$ cat src/rtl/soc_top.sv
// -----------------------------------------------------------------------------
// soc_top
//   Minimal single-clock SoC top: an accumulator sequencer steps through a
//   fixed 16-entry instruction ROM and drives two registered GPIO ports.
//
// Ports
//   clk    in   1   rising-edge clock
//   rst    in   1   synchronous active-high reset, clears all state
//   gpio   out  32  GPIO port 0, written by OUT0
//   gpio1  out  32  GPIO port 1, written by OUT1
//
// Instruction format: op = [15:12], imm = [11:0].
// -----------------------------------------------------------------------------
module soc_top (
   input  logic        clk,
   input  logic        rst,
   output logic [31:0] gpio,
   output logic [31:0] gpio1
);

   typedef enum logic {
      ST_RUN,
      ST_HALT
   } state_t;

   typedef enum logic [3:0] {
      OP_NOP  = 4'h0,
      OP_LDI  = 4'h1,
      OP_ADDI = 4'h2,
      OP_SHL  = 4'h3,
      OP_XORI = 4'h4,
      OP_OUT0 = 4'h5,
      OP_OUT1 = 4'h6,
      OP_JMP  = 4'h7,
      OP_LDC  = 4'h8,
      OP_DJNZ = 4'h9,
      OP_RSVA = 4'hA,
      OP_RSVB = 4'hB,
      OP_RSVC = 4'hC,
      OP_RSVD = 4'hD,
      OP_RSVE = 4'hE,
      OP_HALT = 4'hF
   } op_t;

   state_t      state_q, state_d;
   logic [3:0]  pc_q,    pc_d;
   logic [31:0] acc_q,   acc_d;
   logic [11:0] cnt_q,   cnt_d;
   logic [31:0] gpio_q,  gpio_d;
   logic [31:0] gpio1_q, gpio1_d;

   logic [15:0] instr;
   op_t         op;
   logic [11:0] imm;
   logic [11:0] cnt_dec;

   // Fixed program ROM
   always_comb begin
      instr = 16'h0000;
      unique case (pc_q)
         4'd0:    instr = {OP_LDI,  12'h000};
         4'd1:    instr = {OP_OUT0, 12'h000};
         4'd2:    instr = {OP_OUT1, 12'h000};
         4'd3:    instr = {OP_LDC,  12'd10};
         4'd4:    instr = {OP_ADDI, 12'h001};
         4'd5:    instr = {OP_OUT0, 12'h000};
         4'd6:    instr = {OP_DJNZ, 12'h004};
         4'd7:    instr = {OP_LDI,  12'h0A5};
         4'd8:    instr = {OP_OUT1, 12'h000};
         4'd9:    instr = {OP_SHL,  12'h004};
         4'd10:   instr = {OP_XORI, 12'h00F};
         4'd11:   instr = {OP_OUT0, 12'h000};
         4'd12:   instr = {OP_HALT, 12'h000};
         default: instr = {OP_NOP,  12'h000};
      endcase
   end

   assign op      = op_t'(instr[15:12]);
   assign imm     = instr[11:0];
   assign cnt_dec = cnt_q - 12'd1;

   // Next-state / execute
   always_comb begin
      state_d = state_q;
      pc_d    = pc_q;
      acc_d   = acc_q;
      cnt_d   = cnt_q;
      gpio_d  = gpio_q;
      gpio1_d = gpio1_q;

      if (state_q == ST_RUN) begin
         pc_d = pc_q + 4'd1;
         case (op)
            OP_LDI:  acc_d   = {20'd0, imm};
            OP_ADDI: acc_d   = acc_q + {{20{imm[11]}}, imm};
            OP_SHL:  acc_d   = acc_q << imm[4:0];
            OP_XORI: acc_d   = acc_q ^ {20'd0, imm};
            OP_OUT0: gpio_d  = acc_q;
            OP_OUT1: gpio1_d = acc_q;
            OP_JMP:  pc_d    = imm[3:0];
            OP_LDC:  cnt_d   = imm;
            OP_DJNZ: begin
               // Branch decision uses the decremented count, so cnt=0 wraps and branches.
               cnt_d = cnt_dec;
               if (cnt_dec != '0) begin
                  pc_d = imm[3:0];
               end
            end
            OP_HALT: begin
               state_d = ST_HALT;
               pc_d    = pc_q;
            end
            default: ;
         endcase
      end
   end

   always_ff @(posedge clk) begin
      if (rst) begin
         state_q <= ST_RUN;
         pc_q    <= '0;
         acc_q   <= '0;
         cnt_q   <= '0;
         gpio_q  <= '0;
         gpio1_q <= '0;
      end else begin
         state_q <= state_d;
         pc_q    <= pc_d;
         acc_q   <= acc_d;
         cnt_q   <= cnt_d;
         gpio_q  <= gpio_d;
         gpio1_q <= gpio1_d;
      end
   end

   assign gpio  = gpio_q;
   assign gpio1 = gpio1_q;

endmodule

$ cat config.mk
export PLATFORM = sky130hd
export DESIGN_NAME = soc_top
export DESIGN_NICKNAME = d
export VERILOG_FILES = /design/src/rtl/soc_top.sv
export SDC_FILE = /design/constraint.sdc
export NUM_CORES = 1
export LEC_CHECK = 0
export BUFFER_PORTS_ARGS = -buffer_cell sky130_fd_sc_hd__buf_2
export CORE_MARGIN = 5
export CORE_UTILIZATION = 55
export CTS_BUF_LIST = sky130_fd_sc_hd__clkbuf_16
export DETAILED_ROUTE_END_ITERATION = 16
export HOLD_SLACK_MARGIN = 0.06
export PLACE_DENSITY = 0.78
export RECOVER_POWER = 100
export SLEW_MARGIN = 20
export SYNTH_ARGS = -nofsm -noshare
export SYNTH_HDL_FRONTEND = slang
export SYNTH_SLANG_ARGS = --single-unit
export TNS_END_PERCENT = 30
$ cat constraint.sdc
create_clock -name clk -period 4.04 [get_ports clk]
set_input_delay 0.606 -clock clk [delete_from_list [all_inputs] [get_ports clk]]
set_output_delay 0.606 -clock clk [all_outputs]
set_load 0.03 [all_outputs]
# == Word-level counts from Yosys, hierarchy flattened ==
# Memories as Yosys holds them, arrays and structs flattened. A register that Yosys moved wholly into a read port is not among the register bits.
# Index checks and enable logic that the tools add are counted.
# totals
register_bits,113
rom_bits,160
in_bits,2
out_inout_bits,64
wordCells,40
n_memories,1
# mem_list
name,words,word_bits,rd,rd_ports_with_merged_regs,write_ports,line,text
(name not given),16,10,1,1,0,60,unique case (pc_q)
# op_classes
addsub,3
n_eq_ne,10
shifts,1
mux,8
bitwise,3
n_reduce_logical,8
# ops
op,n
case mux 32 bit (4 select lines),1
adder 32 bit,1
<< shifter 32 x 5 -> 32 bit,1
XOR 32 x 12 -> 32 bit,1
case mux 12 bit (2 select lines),1
"== test 4 x 3 -> 1 bit, second input constant",4
"== test 4 bit, second input constant",3
two-way mux 4 bit,3
case mux 4 bit (3 select lines),1
nonzero test 12 bit,1
"subtractor 12 x 1 -> 12 bit, second input constant",1
AND reduction 2 bit,5
"== test 4 x 2 -> 1 bit, second input constant",2
"adder 4 x 1 -> 4 bit, second input constant",1
"== test 4 x 1 -> 1 bit, second input constant",1
nonzero test 4 bit,1
two-way mux 1 bit,2
inverter 1 bit,2
nonzero test 2 bit,1

# == Logic depth before layout (Yosys ltp) ==
# Gate-level depths: netlist (run 1).
# logic_depth
depth_word,6
mapped_depth,13
ltp_nobuf,12

# == Least setup slack after synthesis (run 1) ==
# Ideal clock, no wire load.
# synth_timing
kind,reg-to-reg
startpoint,register cnt_q[0]
endpoint,"register, netlist name instr[14]"
setup_ps,126
arrival_time_ps,2571
required_ps,3914
path_slack_ps,1344
path_stages_with_launch,13
path_buffers,1
period_less_slack_ps,2696
path_cell_list,dfxtp_1 -> inv_1 -> ha_1 -> clkbuf_1 -> nor2_1 -> a32o_1 -> a22o_1 -> and4_4 -> a2111oi_2 -> o31ai_2 -> ha_1 -> nor3b_2 -> a211oi_2
# synth_via
elab_chain_cells,6
# synth_rtl
item,line,text
"start, declared",48,"logic [11:0] cnt_q, cnt_d;"
"start signal, assigned",130,cnt_q <= cnt_d;
subtractor 12 x 1 -> 12 bit,80,assign cnt_dec = cnt_q - 12'd1;
nonzero test 12 bit,105,if (cnt_dec != '0) begin
two-way mux 4 bit,105,
case mux 4 bit (3 select lines),93,case (op)
two-way mux 4 bit (no line) (2 in a row),--,
# No other way between the ends.
# A chain may end at the register's enable or synchronous reset.

# == Final worst setup path (run 1) ==
# layout_timing
startpoint,register cnt_q[0]
endpoint,"register, netlist name instr[14]"
# layout_via
elab_chain_cells,6
# layout_rtl
item,line
subtractor 12 x 1 -> 12 bit,80
nonzero test 12 bit,105
two-way mux 4 bit,105
case mux 4 bit (3 select lines),93
two-way mux 4 bit (no line) (2 in a row),--
# No other way between the ends.

==> results of run 1 <==
## how the worst max path moves through the flow
| stage | cells after the start | to | startpoint | slack, ns |
|---|---|---|---|---|
| after floorplan | 12 | instr[14] | cnt_q[0] | 1.34 |
| after global placement | 10 | acc_q[14] | acc_q[0] | 1.09 |
| after detailed placement | 12 | instr[14] | cnt_q[0] | 1.01 |
| after CTS | 10 | acc_q[18] | acc_q[0] | 0.95 |
| after global routing | 12 | instr[14] | cnt_q[0] | 0.47 |
| final | 12 | instr[14] | cnt_q[0] | 0.67 |
## state kept, by name (all words and copies together) (netlist names)
register	count
gpio	32
state_q	1
pc_q	4
gpio1	32
cnt_q	12
acc_q	32
instr	8
## critical path: cells and delay by family (launching register included)
family | cells | cell delay (ns)
muxes | 1 | 0.18
adders and majority gates | 2 | 0.57
DFF | 1 | 0.44
and+or+nand+nor | 2 | 0.39
buffers and inverters | 2 | 0.27
AOI/OAI and AO/OA | 5 | 1.40
## placed cells by master (no fill, tap or decap), drive strengths merged, types with 7 or more instances in the layout
master / Yosys / layout
a211oi: 12 / 12
a21oi: 115 / 115
a22oi: 9 / 9
a31oi: 21 / 21
and3: 8 / 8
buf: 19 / 12
clkbuf: 64 / 86
clkinv: 1 / 8
dfxtp: 121 / 121
ha: 15 / 15
inv: 16 / 19
mux2: 9 / 9
mux2i: 35 / 35
nand2: 201 / 201
nand3: 19 / 19
nand4: 7 / 7
nor2: 78 / 78
nor3: 20 / 20
nor4: 7 / 7
o21ai: 58 / 58
## layer usage
metal	part of all wire	vias up	wire, µm
met3	0.096	45	1944
met1	0.46	3306	9215
li1	-	3412	-
met2	0.43	365	8625
met5	0	-	0
met4	0.022	0	451
## logic make-up (layout without fill, tap and decap cells)
group	after synthesis	in the layout	synth area share
AOI/OAI and AO/OA	277	277	0.2443
and+or+nand+nor	383	383	0.2498
buffers and inverters	100	129	0.05639
xor gates and xnor gates	6	6	0.007377
DFF	121	121	0.3401
muxes	47	47	0.07290
adders and majority gates	16	16	0.02916
## layout make-up
| class | count | area share |
|---|---|---|
| clock buffers | 17 | 0.05396 |
| clock inverters | 14 | 0.01492 |
| flip-flops and latches | 121 | 0.3074 |
| repair buffers | 81 | 0.04444 |
| well taps | 172 | 0.02730 |
| inverters | 17 | 0.008094 |
| multi-input cells | 729 | 0.5439 |
## power groups by stage
stage | clock [mW] | combinational, mW | sequential [mW]
global route | 1.48 | 1.82 | 1.47
finish | 1.40 | 1.69 | 1.45
global placement | 0 | 1.63 | 1.47
detailed placement | 0 | 1.65 | 1.47
CTS | 1.41 | 1.66 | 1.45
floorplan | 0 | 1.32 | 1.40
## synthesized netlist by cell type (6+ instances only)
cell | number | area share
and3_1 | 8 | 0.0070
clkbuf_1 | 62 | 0.033
dfxtp_1 | 121 | 0.34
mux2_2 | 9 | 0.014
a41oi_1 | 6 | 0.0074
o21ai_0 | 54 | 0.038
nor3_1 | 19 | 0.013
buf_1 | 7 | 0.0037
a31oi_1 | 21 | 0.018
buf_2 | 10 | 0.0070
inv_1 | 16 | 0.0084
ha_1 | 15 | 0.026
mux2i_1 | 35 | 0.049
nand4_1 | 6 | 0.0053
nand2_1 | 201 | 0.11
a211oi_1 | 11 | 0.012
nor2_1 | 76 | 0.040
nand3_1 | 19 | 0.013
o32ai_1 | 6 | 0.0074
a21oi_1 | 114 | 0.080
a22oi_1 | 9 | 0.0095
==> flow_metrics.env, run 1 <==
export IMPL_outcome="complete, but fails checks"
export IMPL_violations="max-capacitance violations, max-slew violations"
export IMPL_place_gp_congestion=1.028
export IMPL_crit_slowest_cell="o31ai_1"
export IMPL_cts_clk_slew_worst_paths_ns=0.05
export IMPL_crit_type="register to register"
export IMPL_slowest_delay_ns=0.76
export IMPL_die_area_um2=15330
export IMPL_coreArea_um2=12670
export IMPL_pwr_share_clk=0.309
export IMPL_post_cts_resized=0
export IMPL_final_cell_area_um2=7884
export IMPL_synth_edf_count=0
export IMPL_rr_worst_depth=12
export IMPL_yosys_register_bits=121
export IMPL_fin_crit_sh=0.8347
export IMPL_postCtsSetupBuffers=0
export IMPL_syn_area_per_cell_um2=7.498
export IMPL_finalPower_mw=4.537
export IMPL_fmaxAchievable_ghz=0.2965
export IMPL_pre_cts_ws_ns=1.009
export IMPL_p_leak_nw=2.749
export IMPL_seqCellArea_um2=2424
export IMPL_cp_required_ns=4.34
export IMPL_fin_ws_ns=0.6678
export IMPL_p_int_mw=2.730
export IMPL_regToRegStartpoint="cnt_q[0]"
export IMPL_swShare=0.3983
export IMPL_hold_buffers=0
export IMPL_start_util=0.5622
export IMPL_rsz0062_at_grt="no"
export IMPL_p_sw_mw=1.807
export IMPL_worstReg2RegEnd="instr[14]"
export IMPL_busiest_layer="met2"
export IMPL_comb_power_share=0.372
export IMPL_drc_errors=0
export IMPL_grt_util_met3=0.06857
export IMPL_seq_area_frac_synth=0.3401
export IMPL_yosys_warnings=0
export IMPL_drt_pass1_iterations=5
export IMPL_num_vias=7128
export IMPL_multi_input_area_um2=4288
export IMPL_nNetsFinal=985
export IMPL_overflow=0
export IMPL_grt_pass1_wl_um=32130
export IMPL_setup_tns_ns=0
export IMPL_min_to="gpio1[12]"
export IMPL_die_y_um=123.8
export IMPL_routed_wl_um=20240
export IMPL_postLayoutCoreUtil=0.6222
export IMPL_maxCapViolations=1
export IMPL_start_kind="register"
export IMPL_relSlewSlack=-0.2797
export IMPL_worst_pin_slew_ns=1.920
export IMPL_grtUsageMet1=0.3770
export IMPL_numPortBuffers=65
export IMPL_wl_per_cell_um=17.58
export IMPL_finalMaxSlewViolations=94
export IMPL_min_period_ns=3.372
export IMPL_clock_skew_ns=0.007337
export IMPL_clkLatencyLatePin_ns=0.42
export IMPL_fill_cells=1205
export IMPL_arrival_ns=3.67
export IMPL_cts_sinks=121
export IMPL_htree_levels=4
export IMPL_worstHoldStart="gpio1[12]"
export IMPL_netlist_instances=950
export IMPL_ant_nets=0
export IMPL_ir_drop_mv=0.3203
export IMPL_viasPerCell=6.193
export IMPL_syn_area_um2=7123
export IMPL_drtIter0Drc=673
export IMPL_root_buffer="clkbuf_16"
export IMPL_drive_gt1_frac=0.08069
export IMPL_grt_pass1_vias=6308
export IMPL_place_inst=1120
export IMPL_antenna_found_initial=0
export IMPL_io_pins=66
export IMPL_ys_flop_type="dfxtp_1"
export IMPL_hold_viol_final=0
export IMPL_hpwl_um=13270
export IMPL_pwr_share_seq=0.319
export IMPL_use_met2=0.3822
export IMPL_yosysUniqueCellTypes=77
export IMPL_num_rows=41
export IMPL_track_usage=0.2655
export IMPL_reg2reg_slack_ns=0.67
export IMPL_setup_viol=0
export IMPL_diodes=0
export IMPL_ys_async_sr_fraction=0
export IMPL_cts_tree="yes"
export IMPL_die_w_um=123.8
export IMPL_crit_fanout=11
export IMPL_holdPathStages=2
export IMPL_synth_fp_nets=968
export IMPL_dpl_cell_area_um2=7468
export IMPL_worstHoldPathType="register to register"
export IMPL_finalHoldWorstSlack_ns=0.4525
export IMPL_clock_path_buffers=2
export IMPL_cts_buffers=17
export IMPL_critical_path_cell_chain="inv_1, ha_1, nor2b_1, a32o_1, a22o_1, nand4_1, a2111oi_0, o31ai_1, inv_1, ha_1, mux2i_1, a211oi_2"
export IMPL_grt_start_max_net_pins=94
export IMPL_powerDensity_nw_per_um2=575.5
export IMPL_crit_path_end_kind="register"
export IMPL_layoutNonFillerInstCount=1151
export IMPL_area_growth_pct=10.68
Power figures use the tool's default switching activity.
==> run 2: changes to the inputs <==
--- a/config.mk
+++ b/config.mk
@@ -7,11 +7,11 @@
 export LEC_CHECK = 0
 export BUFFER_PORTS_ARGS = -buffer_cell sky130_fd_sc_hd__buf_2
 export CORE_MARGIN = 5
-export CORE_UTILIZATION = 55
+export CORE_UTILIZATION = 54
 export CTS_BUF_LIST = sky130_fd_sc_hd__clkbuf_16
 export DETAILED_ROUTE_END_ITERATION = 16
 export HOLD_SLACK_MARGIN = 0.06
-export PLACE_DENSITY = 0.78
+export PLACE_DENSITY = 0.79
 export RECOVER_POWER = 100
 export SLEW_MARGIN = 20
 export SYNTH_ARGS = -nofsm -noshare
==> constraint.sdc (replaced) <==
create_clock -name clk -period 2.77 [get_ports clk]
set_input_delay 0.4155 -clock clk [delete_from_list [all_inputs] [get_ports clk]]
set_output_delay 0.4155 -clock clk [all_outputs]
set_load 0.03 [all_outputs]
==> flow_metrics.env, run 2 (synthesis results as in run 1) <==
export IMPL_nNetsFinal=1039
export IMPL_cp_required_ns=3.12
export IMPL_antenna_found_initial=0
export IMPL_io_pins=66
export IMPL_hold_viol_final=0
export IMPL_start_util=0.5444
export IMPL_layout_cells_most_common_list="nand2_1, a21oi_1, dfxtp_1"
export IMPL_finalMaxSlewViolations=0
export IMPL_place_gp_congestion=1.026
export IMPL_clock_skew_ns=0.005228
export IMPL_worstHoldStart="rst"
export IMPL_ir_drop_mv=0.4201
export IMPL_drt_pass1_iterations=6
export IMPL_ant_nets=0
export IMPL_grt_start_max_net_pins=89
export IMPL_crit_fanout=8
export IMPL_worstHoldPathType="input pin to register"
export IMPL_fin_crit_sh=0.9977
export IMPL_powerDensity_nw_per_um2=850.5
export IMPL_overflow=0
export IMPL_outcome="completed"
export IMPL_grt_pass1_vias=6846
export IMPL_coreArea_um2=13090
export IMPL_hpwl_um=14040
export IMPL_p_leak_nw=3.030
export IMPL_clock_path_buffers=2
export IMPL_fill_cells=1127
export IMPL_cts_buffers=17
export IMPL_min_to="state_q"
export IMPL_diodes=0
export IMPL_worstReg2RegEnd="instr[12]"
export IMPL_grt_pass1_wl_um=34820
export IMPL_arrival_ns=3.11
export IMPL_die_y_um=124.9
export IMPL_cts_clk_slew_worst_paths_ns=0.05
export IMPL_drive_gt1_frac=0.1521
export IMPL_cts_sinks=121
export IMPL_htree_levels=4
export IMPL_rsz0062_at_grt="yes"
export IMPL_hold_buffers=0
export IMPL_root_buffer="clkbuf_16"
export IMPL_setup_viol=0
export IMPL_holdPathStages=2
export IMPL_clkLatencyLatePin_ns=0.42
export IMPL_regToRegStartpoint="cnt_q[2]"
export IMPL_numPortBuffers=65
export IMPL_min_period_ns=2.764
export IMPL_layout_commonest_cell="nand2_1"
export IMPL_die_w_um=124.9
export IMPL_viasPerCell=6.120
export IMPL_num_rows=42
export IMPL_crit_type="register to register"
export IMPL_crit_path_end_kind="register"
export IMPL_area_growth_pct=19.34
export IMPL_drtIter0Drc=703
export IMPL_rr_worst_depth=10
export IMPL_num_vias=7393
export IMPL_postLayoutCoreUtil=0.6496
export IMPL_maxCapViolations=0
export IMPL_wl_per_cell_um=18.17
export IMPL_track_usage=0.2686
export IMPL_worst_pin_slew_ns=1.215
export IMPL_finalPower_mw=7.230
export IMPL_fmaxAchievable_ghz=0.3619
export IMPL_reg2reg_slack_ns=0.006
export IMPL_cts_tree="yes"
export IMPL_relSlewSlack=0.1901
export IMPL_die_area_um2=15590
export IMPL_routed_wl_um=21950
export IMPL_drc_errors=0
export IMPL_start_kind="register"
## run 2: cell types whose count changed in the layout (fill, tap and decap cells not counted), moves of 2 or more
cell / before / now
ha_1: 15 / 10
ha_2: 0 / 3
dfxtp_2: 1 / 7
dfxtp_1: 120 / 113
a2111oi_0: 2 / 0
clkinv_2: 4 / 2
inv_1: 19 / 14
ha_4: 0 / 2
buf_6: 0 / 2
a2111oi_4: 0 / 2
buf_4: 12 / 66
inv_2: 0 / 3
clkinv_1: 4 / 6
## run 2: per-layer routing
layer | track usage | vias to the layer above | wire length (µm)
li1 | - | 3526 | -
met1 | 0.3634 | 3461 | 9796
met2 | 0.4170 | 355 | 9756
met3 | 0.06389 | 51 | 1862
met4 | 0.1001 | 0 | 537
met5 | 0 | - | 0
## run 2: area by class of cell
| class | instances | area, µm² | area share |
|---|---|---|---|
| multi-input combinational | 729 | 4449 | 0.5234 |
| sequential | 121 | 2435 | 0.2864 |
| timing repair buffer | 135 | 769.5 | 0.09052 |
| clock buffer | 17 | 425.4 | 0.05004 |
| tap | 176 | 220.2 | 0.02591 |
| clock inverter | 13 | 137.6 | 0.01619 |
| inverter | 17 | 63.81 | 0.007507 |
## run 2: where the power goes
group	internal (mW)	switching, mW	total (mW)
sequential	1.88	0.175	2.06
clock	1.38	0.751	2.13
combinational	1.15	1.89	3.04
total	4.41	2.82	7.23
## run 2: worst max-delay path: stages, from the launching register on
cell	delay [ns]
dfxtp_1	0.41
nor4_2	0.41
o21ai_1	0.13
a22o_1	0.27
nand4_1	0.22
a2111oi_4	0.12
o31ai_4	0.43
ha_2	0.29
inv_1	0.04
mux2_2	0.25
mux2i_1	0.13
## run 2: worst max path at each step
stage / from / end / slack (ns) / cells after the start
after floorplan: cnt_q[0] / instr[14] / 0.07 / 12
after global placement: cnt_q[0] / instr[14] / -0.01 / 12
after detailed placement: cnt_q[0] / instr[14] / -0.14 / 12
after CTS: cnt_q[0] / instr[14] / 0.0001 / 14
after global routing: cnt_q[4] / instr[12] / -0.14 / 10
final: cnt_q[2] / instr[12] / 0.006 / 10
## run 2: what timing repair did
action                     4_1_cts  5_1_grt
pin swaps                        1       15
resized for setup                5       26
setup endpoints to repair        8       12
setup buffers                    1        7
hold endpoints to repair         0        0
## run 2: through the flow
step	TNS, ns	cells	hold WS [ns]	setup WS [ns]	area [µm²]
floorplan	0	950	0.4669	0.07358	7123
global placement	-0.02861	1170	0.4400	-0.01441	7844
detailed placement	-0.4896	1170	0.4440	-0.1391	7844
CTS	0	1201	0.3401	0.0001430	8456
global route	-0.8725	1208	0.3581	-0.1440	8501
finish	0	1208	0.3530	0.006440	8501
==> run 3: changes to the inputs <==
--- a/config.mk
+++ b/config.mk
@@ -11,7 +11,7 @@
 export CTS_BUF_LIST = sky130_fd_sc_hd__clkbuf_16
 export DETAILED_ROUTE_END_ITERATION = 16
 export HOLD_SLACK_MARGIN = 0.06
-export PLACE_DENSITY = 0.79
+export PLACE_DENSITY = 0.74
 export RECOVER_POWER = 100
 export SLEW_MARGIN = 20
 export SYNTH_ARGS = -nofsm -noshare
==> flow_metrics.env, run 3 (synthesis results as in run 1) <==
export IMPL_outcome="completed"
export IMPL_crit_type="register to register"
export IMPL_p_int_mw=4.427
export IMPL_drc_errors=0
export IMPL_min_to="acc_q[16]"
export IMPL_die_y_um=124.9
export IMPL_die_w_um=124.9
export IMPL_io_pins=66
export IMPL_overflow=0
export IMPL_diodes=0
export IMPL_drtIter0Drc=743
export IMPL_fin_crit_sh=0.9891
export IMPL_crit_slowest_cell="or4b_1"
export IMPL_cts_clk_slew_worst_paths_ns=0.06
export IMPL_worstHoldStart="rst"
export IMPL_swShare=0.3893
export IMPL_p_sw_mw=2.822
export IMPL_layout_cells_most_common_list="nand2_1, dfxtp_1, a21oi_1"
export IMPL_finalMaxSlewViolations=0
export IMPL_coreArea_um2=13090
export IMPL_num_vias=7257
export IMPL_maxCapViolations=0
export IMPL_die_area_um2=15590
export IMPL_clock_path_buffers=2
export IMPL_crit_path_end_kind="register"
export IMPL_nNetsFinal=1047
export IMPL_cp_required_ns=3.12
export IMPL_fin_ws_ns=0.03018
export IMPL_regToRegStartpoint="cnt_q[1]"
export IMPL_rsz0062_at_grt="yes"
export IMPL_comb_power_share=0.411
export IMPL_reg2reg_slack_ns=0.03
export IMPL_track_usage=0.2602
export IMPL_cts_buffers=17
export IMPL_wl_per_cell_um=17.19
export IMPL_start_util=0.5444
export IMPL_pwr_share_seq=0.280
export IMPL_grt_start_max_net_pins=86
export IMPL_pre_cts_ws_ns=-0.08569
export IMPL_critical_path_cell_chain="or4b_1, o21ai_1, a32o_2, and4_4, buf_6, a21oi_4, buf_4, a311oi_4, buf_4, mux2_2, mux2i_1"
export IMPL_worstReg2RegEnd="instr[12]"
export IMPL_arrival_ns=3.09
export IMPL_antenna_found_initial=0
export IMPL_numPortBuffers=65
export IMPL_viasPerCell=5.958
export IMPL_crit_top_cell="buf_4"
export IMPL_cts_tree="yes"
export IMPL_area_growth_pct=20.52
export IMPL_setup_tns_ns=0
export IMPL_setup_viol=0
export IMPL_num_rows=42
export IMPL_htree_levels=4
export IMPL_p_leak_nw=3.080
export IMPL_worstHoldPathType="input pin to register"
export IMPL_crit_fanout=12
export IMPL_slowest_delay_ns=0.52
export IMPL_hold_buffers=0
export IMPL_grt_pass1_wl_um=33620
export IMPL_postLayoutCoreUtil=0.6561
export IMPL_clock_skew_ns=0.01316
export IMPL_ir_drop_mv=0.3791
export IMPL_relSlewSlack=0.2724
export IMPL_min_period_ns=2.740
export IMPL_fmaxAchievable_ghz=0.3650
export IMPL_worst_pin_slew_ns=1.091
export IMPL_hpwl_um=14030
export IMPL_drive_gt1_frac=0.1574
export IMPL_clkLatencyLatePin_ns=0.42
export IMPL_holdPathStages=2
export IMPL_pwr_share_clk=0.309
export IMPL_grt_pass1_vias=6532
export IMPL_routed_wl_um=20940
export IMPL_drt_pass1_iterations=5
export IMPL_finalHoldWorstSlack_ns=0.3530
export IMPL_powerDensity_nw_per_um2=844.5
export IMPL_hold_viol_final=0
export IMPL_place_gp_congestion=1.015
export IMPL_rr_worst_depth=11
export IMPL_cts_sinks=121
export IMPL_ant_nets=0
export IMPL_root_buffer="clkbuf_16"
export IMPL_layout_commonest_cell="nand2_1"
export IMPL_start_kind="register"
[run 3: changes by cell type in the layout (fill, tap and decap cells not counted), sizes merged]
cell,delta
buf,+4
inv,+1
clkinvlp,+1
clkbuf,+4
[run 3: cell type report]
cell class	instances	area [µm²]
Clock inverter	15	177.7
Multi-Input combinational cell	729	4451
Clock buffer	17	425.4
Timing Repair Buffer	143	812.0
Inverter	17	63.81
Fill cell	1144	4501
Tap cell	176	220.2
Sequential cell	121	2435
[run 3: routing by layer]
layer  vias up  wire (µm)  track usage  share of wire
met5         -          0            0              0
met4         0        371      0.09630          0.018
met3        30       1859      0.06346          0.089
met2       353       9001       0.3836           0.43
met1      3340       9706       0.3686           0.46
li1       3534          -            -              -
[run 3: power groups by stage]
stage	logic [mW]	registers, mW	clock network (mW)
6_report	2.98	2.03	2.24
3_5_place_dp	2.81	2.06	0
3_3_place_gp	2.78	2.05	0
2_1_floorplan	1.92	2.04	0
4_1_cts	2.86	2.02	2.27
5_1_grt	3.23	2.05	2.35
[run 3: worst max-delay path by stage]
stage / start / endpoint
2_1_floorplan: cnt_q[0] / instr[14]
3_3_place_gp: cnt_q[0] / instr[14]
3_5_place_dp: cnt_q[0] / instr[14]
4_1_cts: cnt_q[0] / instr[14]
5_1_grt: cnt_q[1] / instr[12]
6_report: cnt_q[1] / instr[12]
[run 3: critical path: cells and delay by family, from the launching register on]
| family | cells | cell delay [ns] |
|---|---|---|
| compound gates | 4 | 0.57 |
| flops | 1 | 0.34 |
| simple gates | 2 | 0.78 |
| mux | 2 | 0.47 |
| buf+inv | 3 | 0.51 |
[run 3: timing repair]
action                                  CTS  global route
buffers inserted                          0             6
gates resized for setup                   6            22
endpoints found under the setup margin    7            12
pin swaps                                 0            13
[run 3: stage by stage]
| step | area, µm² | total power [mW] | cells |
|---|---|---|---|
| after floorplan | 7123 | 3.966 | 950 |
| after global placement | 7906 | 4.835 | 1180 |
| after detailed placement | 7906 | 4.863 | 1180 |
| after CTS | 8558 | 7.155 | 1212 |
| after global routing | 8584 | 7.638 | 1218 |
| final | 8584 | 7.249 | 1218 |
